==> src/rtl/mcs4_pkg.sv <==
// mcs4_pkg: shared types and constants for the i4003 serial loader
package mcs4_pkg;
   typedef enum logic [1:0] {IDLE, LO, HI, DONE} sr_state_t;
   localparam int SR_WIDTH       = 10;
   localparam int SR_DIV_DEFAULT = 2;
endpackage

==> src/rtl/sr_rr_arb.sv <==
// sr_rr_arb: 2-way round-robin arbiter, pointer moves to the loser after each grant
import mcs4_pkg::*;
module sr_rr_arb (
   input  logic       cp1,
   input  logic       reset,
   input  logic [1:0] req,
   input  logic       advance,
   output logic [1:0] gnt
);
   logic r_ptr;
   assign gnt = {req[1] & (r_ptr | ~req[0]), req[0] & (~r_ptr | ~req[1])};
   // pointer favours requester 0 after reset and flips to the other side on each grant
   always_ff @(posedge cp1) begin
      if (reset) r_ptr <= 1'b0;
      else if (advance) r_ptr <= gnt[0];
   end
endmodule

==> src/rtl/sr_load_ctrl.sv <==
// sr_load_ctrl: arbitrated serial loader for the i4003; SR_READBACK_EN adds sout capture
import mcs4_pkg::*;
module sr_load_ctrl #(
   parameter int WIDTH = SR_WIDTH,
   parameter int DIV   = SR_DIV_DEFAULT
) (
   input  logic             cp1,
   input  logic             reset,
   input  logic [1:0]       req,
   input  logic [WIDTH-1:0] word0,
   input  logic [WIDTH-1:0] word1,
   output logic [1:0]       ack,
   output logic             busy,
   output logic             sr_cp,
   output logic             sr_data,
   output logic             sr_e
`ifdef SR_READBACK_EN
   ,
   input  logic             sr_sout,
   output logic [WIDTH-1:0] rd_data,
   output logic             rd_valid
`endif
);
   localparam int CW = $clog2(WIDTH + 1);
   localparam logic [7:0] DIV_M1 = 8'(DIV - 1);
   sr_state_t        r_state, w_next;
   logic [7:0]       r_div;
   logic [CW-1:0]    r_bit;
   logic [WIDTH-1:0] r_sh;
   logic [1:0]       r_gnt, w_gnt;
   logic             r_e, w_grant, w_tick, w_last;
   sr_rr_arb u_arb (.cp1(cp1), .reset(reset), .req(req), .advance(w_grant), .gnt(w_gnt));
   assign w_grant = (r_state == IDLE) && (|req);
   assign w_tick  = r_div == 8'd0;
   assign w_last  = r_bit == CW'(WIDTH - 1);
   assign ack     = (r_state == DONE) ? r_gnt : 2'b00;
   assign busy    = r_state != IDLE;
   assign sr_cp   = r_state == HI;
   assign sr_data = r_sh[WIDTH-1];
   assign sr_e    = r_e;
   // phase sequencing: IDLE -> (LO -> HI) x WIDTH -> DONE -> IDLE
   always_comb begin
      w_next = r_state;
      case (r_state)
         IDLE:    w_next = (|req) ? LO : IDLE;
         LO:      w_next = w_tick ? HI : LO;
         HI:      w_next = w_tick ? (w_last ? DONE : LO) : HI;
         default: w_next = IDLE;
      endcase
   end
   // state register
   always_ff @(posedge cp1) begin
      if (reset) r_state <= IDLE;
      else r_state <= w_next;
   end
   // word latch, MSB-first shifting, phase and bit counters, output enable
   always_ff @(posedge cp1) begin
      if (reset) begin
         r_div <= 8'd0;
         r_bit <= '0;
         r_sh  <= '0;
         r_gnt <= 2'b00;
         r_e   <= 1'b0;
      end else if (w_grant) begin
         r_sh  <= w_gnt[1] ? word1 : word0;
         r_gnt <= w_gnt;
         r_bit <= '0;
         r_div <= DIV_M1;
         r_e   <= 1'b0;
      end else if (r_state == LO || r_state == HI) begin
         r_div <= w_tick ? DIV_M1 : r_div - 8'd1;
         if (r_state == HI && w_tick) begin
            r_sh  <= r_sh << 1;
            r_bit <= r_bit + CW'(1);
            if (w_last) r_e <= 1'b1;
         end
      end
   end
`ifdef SR_READBACK_EN
   logic [WIDTH-1:0] r_cap, r_rd;
   assign rd_data  = r_rd;
   assign rd_valid = r_state == DONE;
   // sample sout just before each cp rise; publish the full word entering DONE
   always_ff @(posedge cp1) begin
      if (reset) begin
         r_cap <= '0;
         r_rd  <= '0;
      end else begin
         if (r_state == LO && w_tick) r_cap <= {r_cap[WIDTH-2:0], sr_sout};
         if (r_state == HI && w_tick && w_last) r_rd <= r_cap;
      end
   end
`endif
endmodule

==> config.mk <==
export PLATFORM = sky130hd
export DESIGN_NAME = sr_load_ctrl
export DESIGN_NICKNAME = d
export VERILOG_FILES = /design/src/rtl/mcs4_pkg.sv /design/src/rtl/sr_rr_arb.sv /design/src/rtl/sr_load_ctrl.sv
export SDC_FILE = /design/constraint.sdc
export NUM_CORES = 1
export LEC_CHECK = 0
export BUFFER_PORTS_ARGS = -buffer_cell sky130_fd_sc_hd__buf_4
export CAP_MARGIN = 30
export CORE_UTILIZATION = 45
export DETAILED_ROUTE_END_ITERATION = 8
export PLACE_DENSITY = 0.7
export SLEW_MARGIN = 5
export SYNTH_ARGS = -nofsm -noshare
export SYNTH_HDL_FRONTEND = slang
export SYNTH_SLANG_ARGS = --single-unit
==> constraint.sdc <==
create_clock -name cp1 -period 2.1 [get_ports cp1]
set_input_delay 0.525 -clock cp1 [delete_from_list [all_inputs] [get_ports cp1]]
set_output_delay 0.525 -clock cp1 [all_outputs]
set_load 0.005 [all_outputs]
# [Word level (Yosys, flattened, before mapping)]
# Cells that the tools add are included.
[word_totals] elab_cells=47 output_inout_bits=6 regBits=28 input_bits=24
[classes] bitwise=7 reduce_logical=13 n_mux=13 add_sub_neg=2 eq_ne=4
[ops] op="$mux W10" n=4
[ops] op="$logic_not A8 Y1" n=1
[ops] op="$mux W2" n=4
[ops] op="$mux W8" n=1
[ops] op="$sub A8 B1 Y8 const B" n=1
[ops] op="$pmux W2 S3" n=1
[ops] op="$reduce_bool A2 Y1" n=3
[ops] op="$add A4 B1 Y4 const B" n=1
[ops] op="$eq A2 B2 Y1 const B" n=2
[ops] op="$eq A4 B4 Y1 const B" n=1
[ops] op="$reduce_and A2 Y1" n=2
[ops] op="$reduce_or A2 Y1" n=2
[ops] op="$mux W1" n=3
[ops] op="$not A1 Y1" n=3
[ops] op="$reduce_and A3 Y1" n=1
[ops] op="$and A1 B1 Y1" n=2
[ops] op="$eq A2 B1 Y1 const B" n=1
[ops] op="$logic_and A1 B1 Y1" n=2
[ops] op="$logic_not A2 Y1" n=1
[ops] op="$or A1 B1 Y1" n=2
[ops] op="$logic_or A1 B1 Y1" n=1

# [Logic depth before layout (Yosys ltp)]
[depth] word_depth=5 depth_mapped=7 depth_no_buf=6

# [Cells and area by module]
# Synthesis repeated with hierarchy kept, for this count alone.
[hier_totals] cells_unflattened=162 area_unflattened_um2=1531.5
[by_module_without_submodules] module="sr_load_ctrl" cells_each=155 seq_area_each_um2=540.5 area_each_um2=1463.9 instances=1
[by_module_without_submodules] module="sr_rr_arb" cells_each=7 seq_area_each_um2=20.0 area_each_um2=67.6 instances=1

# [Worst setup path before layout]
# No wires, ideal clock.
[synth_path] kind="register to register" startpoint="register r_state[0]" endpoint="register r_sh[4]" stages_incl_launch_ff=8 t_arrival_ns=1.611 setup_ns=0.091 slack_ns=0.398 n_path_buf=1 synth_period_minus_slack_ns=1.702 t_required_ns=2.009 cell_sequence="dfxtp_1 -> inv_1 -> ha_1 -> and3b_1 -> and4_4 -> buf_6 -> nand2_1 -> a311oi_1"
[synth_via] elab_chain_len=4 elab_cells_between_ends=10 cone_classes="eq/ne: 2; mux: 1; reduce/logical: 7"
[synth_rtl] item="from (decl)" line="sr_load_ctrl.sv:26" text="sr_state_t r_state, w_next;"
[synth_rtl] item="from (signal assigned)" line="sr_load_ctrl.sv:54" text="else r_state <= w_next;"
[synth_rtl] item="$eq A2 B2 Y1 (tied with other cells)" line="sr_load_ctrl.sv:70, sr_load_ctrl.sv:72"
[synth_rtl] item="$logic_and A1 B1 Y1 (tied with other cells)" line="sr_load_ctrl.sv:72" text="if (r_state == HI && w_tick) begin"
[synth_rtl] item="$reduce_bool A2 Y1 (no source line)"
[synth_rtl] item="$reduce_and A2 Y1 (no source line)"
[synth_rtl] item="to (signal assigned)" line="sr_load_ctrl.sv:65" text="r_sh <= w_gnt[1] ? word1 : word0;"
[synth_rtl] item="to (signal assigned)" line="sr_load_ctrl.sv:73" text="r_sh <= r_sh << 1;"
[synth_rtl] item="to (decl)" line="sr_load_ctrl.sv:29" text="logic [WIDTH-1:0] r_sh;"
# Parallel ways exist; a longest one is shown, timed or not.
# A chain may end at the register's enable or synchronous reset.

# [Worst setup path after layout]
[layout_path] startpoint="register r_state[1]" endpoint="register r_sh[2]"
# The elaborated chain is that of the path after synthesis.

==> Flow_metrics.wiki <==
{| class="wikitable"
! Metric !! Value
|-
| Status || finished, violations left
|-
| Violated checks || DRC
|-
| Post-synth top area share || 0.386
|-
| Syn Inst Count || ~170
|-
| Clock period minus worst slack || around 1.9 ns
|-
| Layout cells sized above 1 || 0.213
|-
| Leading cell types by total area after synthesis || dfxtp_1 (39%), nand2_1 (7.2%), ha_1 (7.1%)
|-
| Die footprint || 3340 um2
|-
| Post-DP Area || around 1700 um2
|-
| Nets in the synthesized netlist || between 150 and 200
|-
| GR Util All Layers || 0.191
|-
| Post-Place Setup Slack || ~0.21 ns
|-
| CP max-delay cell || dfxtp_1
|-
| CP endpoint kind || flip-flop
|-
| Flop pwr share || 0.386
|-
| Tcrit/Tclk final || 0.910
|-
| Cells along the critical path || inv_1 > ha_1 > and3b_1 > nand4_1 > buf_4 > nand2_1 > a311oi_1
|-
| Number of endpoints failing setup at the final stage || 0
|-
| Root buffer cell || clkbuf_4
|-
| Input/output buffers || 29
|-
| Net Switching || between 800 and 900 uW
|-
| Standard-cell row count || 19
|-
| Vias in the first global route || about 1,200
|-
| Portion of total power attributed to combinational logic || 0.506
|-
| Path category of the worst min-delay check || in2reg
|-
| Final Instance Area || roughly 1700 um2
|-
| Initial antenna violation count || 0
|-
| Cell Count, Final, Fillers Out || 228
|-
| Most frequently used flop master after synthesis || dfxtp_1
|-
| Global-route wire length before repair || slightly above 5000 um
|-
| Maximum capacitance violations || 0
|-
| TritonCTS clock tree || built
|-
| Fraction of the yosys area taken by sequential cells || 0.386
|-
| Type of the worst setup path || reg2reg
|-
| Number of I/O pins || 30
|-
| Async S/R FF share, synth || 0
|-
| Part of the power in the clock network || 0.108
|-
| Horizontal extent of the die || slightly below 60 um
|-
| Remaining routing DRC violations || 1
|-
| Pin count of the biggest net entering global routing || 17
|-
| Top library cells by usage in the layout, fill and taps aside || buf_4 (34), nand2_1 (27), dfxtp_1 (26)
|-
| Clock buffer count from CTS || 3
|-
| Cell taking the most area after synthesis || dfxtp_1
|-
| Final clock skew || 0.00414 ns
|-
| Global route overflow || 0
|-
| Number of clock sinks || 27
|-
| Int Pwr || approximately 1.2 mW
|-
| Post-CTS Setup Inserts || 0
|-
| Total power of the final layout || between 2 and 2.5 mW
|-
| Core Region || around 2900 um2
|-
| RSZ-0062 raised after global routing || false
|-
| Flip-flop and latch count after synthesis || 27
|-
| Critical Path Start Type || flip-flop
|-
| Leakage dissipation || between 0.7 and 0.8 nW
|-
| Syn-to-layout area delta || 20.1%
|-
| Number of nets in the layout || 230
|-
| Number of buffers between clock root and the deepest sink || 2
|-
| Via count || between 1,000 and 1,500
|-
| Floorplan die height || 57.8 um
|-
| Slew margin rel. || 0.662
|-
| Post-synthesis instance area || ~1400 um2
|-
| Initial DRT Pass Iterations || 6
|-
| Worst hold slack || around 0.47 ns
|-
| Iteration-0 DRC count of the detailed router || 46
|-
| Switch share || 0.405
|-
| Top fanout value on the critical path || 10
|-
| Slew @ Worst Pin || 0.503 ns
|-
| Number of synthesized flops with an enable pin || 0
|-
| Fin util || 0.590
|-
| Final total negative setup slack || 0 ns
|-
| Average instance area after synthesis || 8.39 um2
|-
| Via/cell ratio || around 5.6
|-
| Required arrival time at the worst endpoint || around 2.3 ns
|-
| Cell variety after synth || 33
|-
| Final Slew Violations || 0
|-
| Average detailed-routed wire length per instance || roughly 13 um
|-
| Clk pin slew, worst setup/hold paths || around 0.14 ns
|-
| Most common library cell in the layout ignoring fill and taps || buf_4
|-
| Antenna Violating Nets Remaining || 0
|-
| Inserted Diodes || 0
|-
| Final Worst Setup Slack || between 0.15 and 0.2 ns
|-
| Number of synthesis warnings || 0
|-
| Global placer's final weighted congestion || roughly 0.74
|-
| Maximum VDD drop || 0.751 mV
|-
| HPWL after detailed placement || approximately 2300 um
|-
| Data arrival time at the worst-slack endpoint || approximately 2.1 ns
|-
| Wirelength, routed || roughly 3000 um
|-
| Hold Fails Final Rpt || 0
|-
| Clock latency at the later pin of the worst-skew pair || 0.32 ns
|-
| Placed cell count || ~220
|-
| Critical path's largest stage delay || about 0.42 ns
|-
| Initial Utilization || 0.491
|-
| F_max || ~520 MHz
|-
| Clock H-tree levels || 1
|-
| Pwr per Cell Area || around 1200 nW/um2
|}
==> flip-flops by register name (all words and copies together), names as in the netlist <==
register and cells:
r_bit 4, r_div 8, r_gnt 2, r_sh 10, r_state 2, sr_e 1
==> power by group through the flow <==
| stage | Combinational (mW) | Sequential [mW] | Clock (mW) |
|---|---|---|---|
| global placement | 0.992 | 0.796 | 0 |
| global route | 1.17 | 0.819 | 0.252 |
| CTS | 1.04 | 0.792 | 0.230 |
| finish | 1.04 | 0.796 | 0.222 |
| detailed placement | 1.04 | 0.802 | 0 |
| floorplan | 0.754 | 0.778 | 0 |
==> synth_stat cells (2+ instances only) <==
| cell type | count |
|---|---|
| nor2_1 | 13 |
| clkbuf_1 | 5 |
| ha_1 | 8 |
| o21ai_0 | 4 |
| a21oi_1 | 8 |
| nand2_1 | 27 |
| a311oi_1 | 10 |
| xor2_1 | 2 |
| buf_2 | 2 |
| nand3b_1 | 2 |
| xnor2_1 | 4 |
| and3_1 | 11 |
| nand3_1 | 3 |
| nand2b_1 | 3 |
| nor4_1 | 2 |
| and2_1 | 2 |
| inv_1 | 7 |
| or3_1 | 2 |
| dfxtp_1 | 27 |
| a211oi_1 | 12 |
==> worst paths after layout <==
path,endpoint,start,slack (ns),depth (start not counted)
hold / removal,r_div[0],reset,0.47,2
hold reg to reg,r_sh[0],r_sh[0],0.49,2
setup / recovery,r_sh[2],r_state[1],0.19,7
setup reg to reg,r_sh[2],r_state[1],0.19,7
==> critical path: cells and delay by family (launching register included) <==
kind | cells | cell delay [ns]
AOI/OAI and AO/OA | 1 | 0.28
adders and majority gates | 1 | 0.36
buffers and inverters | 2 | 0.29
DFF | 1 | 0.42
and+or+nand+nor | 3 | 0.48
==> routing by layer <==
metal	GRT usage	wire, um
met5	0	0
met4	0.0306	14
met3	0.0402	83
met2	0.332	1530
met1	0.249	1400
==> final cells by class <==
class / instances / area (um2)
fill: 256 / 1170
multi-input combinational: 125 / 795
sequential: 27 / 542
timing repair buffer: 34 / 255
tap: 31 / 38.8
clock buffer: 4 / 26.3
inverter: 7 / 26.3
==> logic make-up after synthesis <==
| kind of cell | Yosys count | synth area share |
|---|---|---|
| xor+xnor | 6 | 0.0375 |
| mux | 1 | 0.00714 |
| compound gates | 39 | 0.196 |
| buf+inv | 15 | 0.0473 |
| simple gates | 71 | 0.254 |
| fa+ha+maj | 8 | 0.0714 |
| flops | 27 | 0.386 |
==> what timing repair did <==
item / 4_1_cts / 5_1_grt
resized for setup: 0 / 1
hold buffers: 0 / 0
endpoints found under the setup margin: 0 / 1
hold endpoints to repair: 0 / 0
Power figures use the tool's default switching activity.
